### src/rtl/instr_fetch_mem.sv
// Instruction store with a program-load port and a valid/ready fetch port.
// Each accepted fetch goes into a single response register. Fetches outside the loaded program return NOP_INSTR with rsp_err set.
module instr_fetch_mem #(
  parameter int                 INSTR_W   = 8,
  parameter int                 ADDR_W    = 4,
  parameter int                 DEPTH     = 16,
  parameter logic [INSTR_W-1:0] NOP_INSTR = {INSTR_W{1'b0}}
) (
  input  logic               clk,
  input  logic               rst,
  input  logic               ld_en,
  input  logic [ADDR_W-1:0]  ld_addr,
  input  logic [INSTR_W-1:0] ld_data,
  input  logic               req_valid,
  input  logic [ADDR_W-1:0]  req_addr,
  output logic               req_ready,
  output logic               rsp_valid,
  input  logic               rsp_ready,
  output logic [INSTR_W-1:0] rsp_instr,
  output logic               rsp_err,
  output logic [ADDR_W:0]    prog_len
);

  // Comparisons are done at ADDR_W+1 bits so that DEPTH = 2**ADDR_W and ld_addr+1 never wrap.
  localparam logic [ADDR_W:0] DEPTH_L = (ADDR_W+1)'(DEPTH);
  localparam logic [ADDR_W:0] ONE_L   = {{ADDR_W{1'b0}}, 1'b1};

  logic [INSTR_W-1:0] mem_r [DEPTH];
  logic [ADDR_W:0]    prog_len_r;
  logic               rsp_valid_r;
  logic [INSTR_W-1:0] rsp_instr_r;
  logic               rsp_err_r;

  logic               req_ready_s;
  logic               fire_s;
  logic               ld_ok_s;
  logic [ADDR_W:0]    ld_end_s;
  logic               fetch_ok_s;
  logic [INSTR_W-1:0] rd_word_s;

  // Handshake, load qualification and fetch address decode.
  always_comb begin
    req_ready_s = (!rsp_valid_r || rsp_ready) && !ld_en && !rst;
    fire_s      = req_valid && req_ready_s;
    ld_ok_s     = ld_en && !rst && ({1'b0, ld_addr} < DEPTH_L);
    ld_end_s    = {1'b0, ld_addr} + ONE_L;
    fetch_ok_s  = ({1'b0, req_addr} < DEPTH_L) && ({1'b0, req_addr} < prog_len_r);
    if (fetch_ok_s) begin
      rd_word_s = mem_r[req_addr];
    end else begin
      rd_word_s = NOP_INSTR;
    end
  end

  // Program storage; reset does not clear it, prog_len gates visibility instead.
  always_ff @(posedge clk) begin
    if (ld_ok_s) begin
      mem_r[ld_addr] <= ld_data;
    end
  end

  // Program length tracks the highest loaded address plus one.
  always_ff @(posedge clk) begin
    if (rst) begin
      prog_len_r <= {(ADDR_W+1){1'b0}};
    end else if (ld_ok_s && (ld_end_s > prog_len_r)) begin
      prog_len_r <= ld_end_s;
    end
  end

  // Response register: loads on accept, holds under back-pressure, drains on consume.
  always_ff @(posedge clk) begin
    if (rst) begin
      rsp_valid_r <= 1'b0;
      rsp_instr_r <= NOP_INSTR;
      rsp_err_r   <= 1'b0;
    end else if (fire_s) begin
      rsp_valid_r <= 1'b1;
      rsp_instr_r <= rd_word_s;
      rsp_err_r   <= !fetch_ok_s;
    end else if (rsp_valid_r && rsp_ready) begin
      rsp_valid_r <= 1'b0;
    end
  end

  assign req_ready = req_ready_s;
  assign rsp_valid = rsp_valid_r;
  assign rsp_instr = rsp_instr_r;
  assign rsp_err   = rsp_err_r;
  assign prog_len  = prog_len_r;

endmodule

### config.mk
export PLATFORM = sky130hd
export DESIGN_NAME = instr_fetch_mem
export DESIGN_NICKNAME = d
export VERILOG_FILES = /design/src/rtl/instr_fetch_mem.sv
export SDC_FILE = /design/constraint.sdc
export NUM_CORES = 1
export LEC_CHECK = 0
export CORE_MARGIN = 3
export CORE_UTILIZATION = 55
export DETAILED_ROUTE_END_ITERATION = 6
export PLACE_DENSITY = 0.75
export SYNTH_ARGS = -nofsm -noshare
export SYNTH_HDL_FRONTEND = slang
export SYNTH_SLANG_ARGS = --single-unit
export TNS_END_PERCENT = 100
### constraint.sdc
create_clock -name clk -period 4.6 [get_ports clk]
set_clock_uncertainty 0.1 [all_clocks]
set_input_delay 1.38 -clock clk [delete_from_list [all_inputs] [get_ports clk]]
set_output_delay 1.38 -clock clk [all_outputs]
set_load 0.02 [all_outputs]
# Word-level counts from Yosys, hierarchy flattened
# Memories as Yosys holds them, arrays and structs flattened.
# Index checks and enable logic that the tools add are counted.
# W data, S select, Z words.
dict set report totals {
  register_bits 15
  latch_bits 0
  mem_bits_rw 128
  rom_bits 0
  input_bits 21
  out_inout_bits 16
  elab_cells 25
  mem_count 1
}
dict set report op_classes {
  add_sub_neg 1
  multipliers 0
  div_mod_pow 0
  magnitude_cmp 2
  eq_ne 0
  shift 0
  mux 5
  bitwise 0
  reduce_logical 12
}
# name words width rd rd_clocked_by_memory_dff wr line
set mem_list {}
lappend mem_list {mem_r 16 8 1 0 1 28} ;# logic [INSTR_W-1:0] mem_r [DEPTH];
# operator count
set op_table {}
lappend op_table {{$mux W8} 1}
lappend op_table {{$logic_and A1 B1 Y1} 6}
lappend op_table {{$add A4 B1 Y5 const B} 1}
lappend op_table {{$gt A5 B5 Y1} 1}
lappend op_table {{$lt A4 B5 Y1} 1}
lappend op_table {{$logic_not A1 Y1} 4}
lappend op_table {{$mux W1} 4}
lappend op_table {{$reduce_bool A2 Y1} 1}
lappend op_table {{$logic_or A1 B1 Y1} 1}

# Logic depth before layout (Yosys ltp)
# Gate-level depths: netlist (run 1).
dict set report logic_depth {
  word_depth 6
  depth_mapped 9
  mapped_depth_nobuf 8
}

# Least setup slack after synthesis (run 1)
# Ideal clock, no wire load.
dict set report synth_path {
  path_type {in2out}
  from {input rst}
  to {output req_ready}
  t_arrival_ns 2.157
  path_slack_ns 0.963
  cell_stages 2
  path_buffers 1
  path_cell_list {buf_2 -> nor3b_1}
}
dict set report synth_via {
  elab_chain_len 2
}
# element line
set synth_lines {}
lappend synth_lines {{start: declaration} 10} ;# input logic rst,
lappend synth_lines {{$logic_not A1 Y1} 43} ;# req_ready_s = (!rsp_valid_r || rsp_ready) && !ld_en && !rst;
lappend synth_lines {{$logic_and A1 B1 Y1} 43}
lappend synth_lines {{end: declaration} 16} ;# output logic req_ready,
# No other way between the ends.

# Final worst setup path (run 1)
dict set report layout_path {
  from {input rsp_ready}
  to {output req_ready}
}
dict set report layout_via {
  elab_chain_len 3
}
# element line
set layout_lines {}
lappend layout_lines {{start: declaration} 18} ;# input logic rsp_ready,
lappend layout_lines {{$logic_or A1 B1 Y1} 43}
lappend layout_lines {{$logic_and A1 B1 Y1 (2 in series)} 43}
# No other way between the ends.

==> flow_metrics.env, run 1 <==
export IMPL_hold_class="reg -> reg"
export IMPL_report_final_slew_viol_count=0
export IMPL_required_ns=3.12
export IMPL_fin_crit_sh=0.960
export IMPL_synth_adder_area_share=0.0260
export IMPL_async_flop_share=0
export IMPL_power_density_nw_per_um2=434
export IMPL_p_int_mw=2.40
export IMPL_tritoncts="yes"
export IMPL_relSlewSlack=0.458
export IMPL_synthSimpleGateAreaFrac=0.0425
export IMPL_synth_top_family_by_area="multiplexers"
export IMPL_ios=37
export IMPL_drive_gt1_frac=0.176
export IMPL_worst_setup_path_type="in -> out"
export IMPL_ys_ff_latch=143
export IMPL_syn_area_um2=5770
export IMPL_p_total_mw=3.01
export IMPL_crit_path_cell_trace="clkdlybuf4s50_1 > nand2b_1 > nor3b_1 > clkdlybuf4s50_1"
export IMPL_fmax_ghz=0.226
export IMPL_fin_ws_ns=0.183
export IMPL_path_clk_slew_ns=0.06
export IMPL_cts_root_buf="clkbuf_8"
export IMPL_cellLeakagePower_nw=2.35
export IMPL_cts_setup_buffers=0
export IMPL_layout_min_cycle_time_ns=4.42
export IMPL_design_die_area_um2=11800
export IMPL_synth_compound_area_frac=0.0473
export IMPL_vias=2907
export IMPL_hpwl_um=6940
export IMPL_holdBufCountCts=0
export IMPL_port_buffers=36
export IMPL_synth_nets=334
export IMPL_drc=0
export IMPL_ant_nets=0
export IMPL_critical_path_max_fanout=3
export IMPL_cts_buffers_inserted=17
export IMPL_clk_latency_ns=0.52
export IMPL_grt_pass1_wl_um=17100
export IMPL_synthXorXnorAreaFrac=0.00303
export IMPL_fin_util=0.694
export IMPL_pwr_share_clk=0.462
export IMPL_synth_distinct_cells=34
export IMPL_path_common_cell="clkdlybuf4s50_1"
export IMPL_fp_dieH_um=108
export IMPL_status="finished, final reports clean"
export IMPL_place_gp_congestion=0.761
export IMPL_synth_edff_count=128
export IMPL_netlist_instances=301
export IMPL_avgRoutedWirePerCell_um=21.4
export IMPL_yosysSeqAreaShare=0.718
export IMPL_grt_pass1_vias=2894
export IMPL_timing_setup_tns_ns=0
export IMPL_nNetsFinal=391
export IMPL_drtIter0Drc=250
export IMPL_peakVddDrop_v=0.000331
export IMPL_cts_resized=0
export IMPL_dr_pass1_iters=4
export IMPL_n_antenna_cell=0
export IMPL_cp_arrival_ns=2.94
export IMPL_synthMuxAreaShare=0.142
export IMPL_fp_row_count=36
export IMPL_synth_warnings=0
export IMPL_area_growth_pct=20.2
export IMPL_die_width_um=108
export IMPL_worstMarginPinSlew_ns=0.810
export IMPL_grt_max_degree=27
export IMPL_cp_end_kind="primary output"
export IMPL_crit_path_top_delay_cell="clkdlybuf4s50_1"
export IMPL_h_tree_depth=4
export IMPL_drv_cap=0
export IMPL_synth_flop_cell="edfxtp_1"
export IMPL_critical_path_buf_inv_count=2
export IMPL_coreArea_um2=10000
export IMPL_slowest_delay_ns=0.68
export IMPL_cp_start_kind="input port"
export IMPL_finalWirelength_um=10800
export IMPL_cts_path_max_buffers=2
export IMPL_clock_sinks=143
export IMPL_track_usage=0.207
export IMPL_critPathTopFamily="buffers and inverters"
export IMPL_power_frac_seq=0.478
export IMPL_grt_overflow=0
export IMPL_worst_hold_slack_ns=0.380
export IMPL_antenna_found_initial=0
export IMPL_grt_setup_unrepaired="false"
export IMPL_start_util=0.577
export IMPL_avgViaCountPerCell=5.78
export IMPL_p_comb_frac=0.060
export IMPL_final_hold_viol_count=0
export IMPL_syn_avg_cell_area_um2=19.2
export IMPL_place_ws_ns=0.179
export IMPL_netSwitchingPower_uw=617
export IMPL_sw_frac_of_total=0.205
export IMPL_setup_violations=0
[path summary, 6_finish.rpt]
kind / endpoint / cells after the start / slack [ns] / from
worst max-delay path: req_ready / 4 / 0.18 / rsp_ready
worst min-delay path: rsp_instr[0] / 1 / 0.38 / rsp_instr[0]
worst min register to register: rsp_instr[0] / 1 / 0.38 / rsp_instr[0]
worst max register to register: rsp_instr[0] / 6 / 2.77 / prog_len[1]
[registers in the layout (all words and copies together), names as in the netlist]
signal	count
rsp_instr	8
prog_len	5
rsp_err	1
mem_r	128
rsp_valid	1
[synthesized netlist by cell type (all sizes together), types with 2 or more instances]
| cell type | instances | area, um2 |
|---|---|---|
| ha | 12 | 150 |
| mux4 | 32 | 781 |
| mux2i | 4 | 40.0 |
| a211oi | 3 | 22.5 |
| nand2b | 4 | 25.0 |
| a21oi | 3 | 22.5 |
| nand3 | 2 | 10.0 |
| o21ai | 3 | 15.0 |
| nor3 | 4 | 20.0 |
| buf | 9 | 83.8 |
| a22o | 8 | 70.1 |
| nor2 | 17 | 63.8 |
| edfxtp | 128 | 3840 |
| nor2b | 3 | 18.8 |
| a22oi | 16 | 120 |
| nand2 | 16 | 60.1 |
| and2 | 2 | 12.5 |
| inv | 6 | 22.5 |
| o21bai | 2 | 15.0 |
| clkbuf | 4 | 15.0 |
| dfxtp | 15 | 300 |
[cells in the final DEF, fill, tap and decap left out, drive strengths merged]
cell	count
edfxtp	128
clkdlybuf4s50	35
mux4	32
clkbuf	18
nor2	17
nand2	16
a22oi	16
buf	16
dfxtp	15
ha	12
a22o	8
inv	8
clkinvlp	5
nand2b	4
nor3	4
mux2i	4
bufinv	4
a211oi	3
o21ai	3
nor2b	3
a21oi	3
nand3	2
and2	2
o21bai	2
clkinv	2
and3	1
xor2	1
xnor2	1
and2b	1
nor3b	1
or2	1
o211ai	1
nand3b	1
[power by group through the flow]
| stage | sequential, mW | combinational [mW] | clock [mW] |
|---|---|---|---|
| finish | 1.44 | 0.181 | 1.39 |
| global route | 1.44 | 0.199 | 1.48 |
| CTS | 1.44 | 0.183 | 1.42 |
| detailed placement | 1.47 | 0.182 | 0 |
| global placement | 1.47 | 0.177 | 0 |
| floorplan | 1.47 | 0.101 | 0 |
[stage by stage]
stage | instances | instance area, um2
finish | 503 | 6940
floorplan | 301 | 5770
detailed placement | 472 | 6330
global placement | 472 | 6330
CTS | 503 | 6940
global route | 503 | 6940
[worst reg2reg max path, delay by kind of cell, from the launching register on]
kind,cells,cell delay [ns]
flops,1,0.36
fa+ha+maj,1,0.27
buf+inv,1,0.07
compound gates,4,0.98
[per-layer routing]
metal	GRT usage	wire, um	share of wire	up-vias
li1	-	-	-	1347
met1	0.297	4810	0.45	1463
met2	0.308	5180	0.48	88
met3	0.0621	670	0.062	9
met4	0.0703	103	0.0096	0
met5	0	0	0	-
[kinds of logic (layout without fill, tap and decap cells)]
logic type | Yosys count | count (layout)
AO/OA/AOI/OAI | 36 | 36
XOR/XNOR | 2 | 2
adder cells (fa/ha/maj) | 12 | 12
buffers and inverters | 19 | 88
flip-flops | 143 | 143
multiplexers | 36 | 36
AND/OR/NAND/NOR | 53 | 53
[area by class of cell]
class | count | area [um2]
Clock buffer | 18 | 418
Clock inverter | 13 | 189
Multi-Input combinational cell | 139 | 1510
Inverter | 6 | 22.5
Tap cell | 133 | 166
Timing Repair Buffer | 51 | 493
Sequential cell | 143 | 4140
Fill cell | 652 | 3060
Power figures use the tool's default switching activity.
==> run 2, diff against run 1 <==
--- a/config.mk
+++ b/config.mk
@@ -8,6 +8,7 @@
 export CORE_MARGIN = 3
 export CORE_UTILIZATION = 55
 export DETAILED_ROUTE_END_ITERATION = 6
+export MAX_ROUTING_LAYER = met4
 export PLACE_DENSITY = 0.75
 export SYNTH_ARGS = -nofsm -noshare
 export SYNTH_HDL_FRONTEND = slang
==> flow_metrics.env, run 2 (synthesis gave the netlist of run 1 again) <==
export IMPL_status="finished, final reports clean"
export IMPL_worst_setup_path_type="in -> out"
export IMPL_drv_cap=0
export IMPL_p_total_mw=3.01
export IMPL_fillers=652
export IMPL_antenna_found_initial=0
export IMPL_cts_root_buf="clkbuf_8"
export IMPL_ios=37
export IMPL_avgViaCountPerCell=5.72
export IMPL_critical_path_buf_inv_count=2
export IMPL_largest_reg_flops=128
export IMPL_report_final_slew_viol_count=0
export IMPL_start_util=0.577
export IMPL_drive_gt1_frac=0.176
export IMPL_required_ns=3.12
export IMPL_drc=0
export IMPL_fp_dieH_um=108
export IMPL_dr_pass1_iters=4
export IMPL_ant_nets=0
export IMPL_layout_min_cycle_time_ns=4.42
export IMPL_stdcell_count=503
export IMPL_timing_setup_tns_ns=0
export IMPL_clk_latency_ns=0.52
export IMPL_path_common_cell="clkdlybuf4s50_1"
export IMPL_power_density_nw_per_um2=434
export IMPL_peakVddDrop_v=0.000331
export IMPL_clock_sinks=143
export IMPL_critPathTopFamily="buffers and inverters"
export IMPL_cp_end_kind="primary output"
export IMPL_relSlewSlack=0.452
export IMPL_final_hold_viol_count=0
export IMPL_n_antenna_cell=0
export IMPL_cts_buffers_inserted=17
export IMPL_nNetsFinal=391
export IMPL_multi_input_area_um2=1510
export IMPL_avgRoutedWirePerCell_um=21.4
export IMPL_crit_path_cell_trace="clkdlybuf4s50_1 > nand2b_1 > nor3b_1 > clkdlybuf4s50_1"
export IMPL_grt_pass1_vias=2902
export IMPL_cts_resized=0
export IMPL_grt_max_degree=27
export IMPL_top_register="mem_r"
export IMPL_slowest_delay_ns=0.68
export IMPL_crit_path_top_delay_cell="clkdlybuf4s50_1"
export IMPL_dp_cells=472
export IMPL_tritoncts="yes"
export IMPL_critical_path_max_fanout=3
export IMPL_h_tree_depth=4
export IMPL_track_usage=0.213
export IMPL_cts_setup_buffers=0
export IMPL_die_width_um=108
export IMPL_hpwl_um=6940
export IMPL_cts_path_max_buffers=2
export IMPL_fin_crit_sh=0.960
export IMPL_vias=2877
export IMPL_hold_class="reg -> reg"
export IMPL_cp_start_kind="input port"
export IMPL_grt_pass1_wl_um=17000
export IMPL_area_growth_pct=20.2
export IMPL_holdBufCountCts=0
export IMPL_seqCellArea_um2=4140
export IMPL_drtIter0Drc=208
export IMPL_cellLeakagePower_nw=2.35
export IMPL_worstMarginPinSlew_ns=0.819
export IMPL_grt_overflow=0
export IMPL_port_buffers=36
export IMPL_mostFrequentLayoutCells="edfxtp_1, clkdlybuf4s50_1, nor2_1"
export IMPL_design_die_area_um2=11800
export IMPL_path_clk_slew_ns=0.06
export IMPL_layout_commonest_cell="edfxtp_1"
export IMPL_setup_violations=0
export IMPL_grt_setup_unrepaired="false"
export IMPL_fmax_ghz=0.226
export IMPL_finalWirelength_um=10800
export IMPL_fin_util=0.694
export IMPL_cp_arrival_ns=2.94
export IMPL_fp_row_count=36
export IMPL_coreArea_um2=10000
export IMPL_place_gp_congestion=0.771
[run 2: cell counts in the layout (fill, tap and decap cells not counted)]
Identical to the previous run, type by type.
[run 2: final cells by class]
class / instances / area share
timing repair buffer: 51 / 0.0710
clock buffer: 18 / 0.0602
clock inverter: 13 / 0.0272
inverter: 6 / 0.00325
sequential: 143 / 0.597
multi-input combinational: 139 / 0.217
tap: 133 / 0.0240
[run 2: worst paths after layout]
| check | endpoint | slack [ns] | from | depth (start not counted) |
|---|---|---|---|---|
| hold reg to reg | rsp_instr[0] | 0.38 | rsp_instr[0] | 1 |
| setup reg to reg | rsp_instr[0] | 2.76 | prog_len[1] | 6 |
| hold / removal | rsp_instr[0] | 0.38 | rsp_instr[0] | 1 |
| setup / recovery | req_ready | 0.18 | rsp_ready | 4 |
[run 2: per-layer routing]
layer,part of all wire,vias up,track usage
li1,-,1344,-
met4,0.012,0,0.0784
met1,0.45,1441,0.297
met5,0,-,-
met3,0.064,10,0.0531
met2,0.48,82,0.308
[run 2: per-stage QoR]
| stage | setup WS (ns) | hold WS [ns] | area [um2] |
|---|---|---|---|
| 4_1_cts | 0.174 | 0.378 | 6940 |
| 3_5_place_dp | 0.179 | 0.362 | 6330 |
| 2_1_floorplan | 0.963 | 0.462 | 5770 |
| 6_report | 0.183 | 0.380 | 6940 |
| 3_3_place_gp | 0.232 | 0.356 | 6330 |
| 5_1_grt | 0.0486 | 0.408 | 6940 |
[run 2: report_power, final]
group	total (mW)	switching, mW	leakage (nW)	internal [mW]
clock network	1.39	0.511	0.280	0.879
logic	0.181	0.0983	0.799	0.0829
registers	1.44	0.00700	1.28	1.43
total	3.01	0.617	2.35	2.40
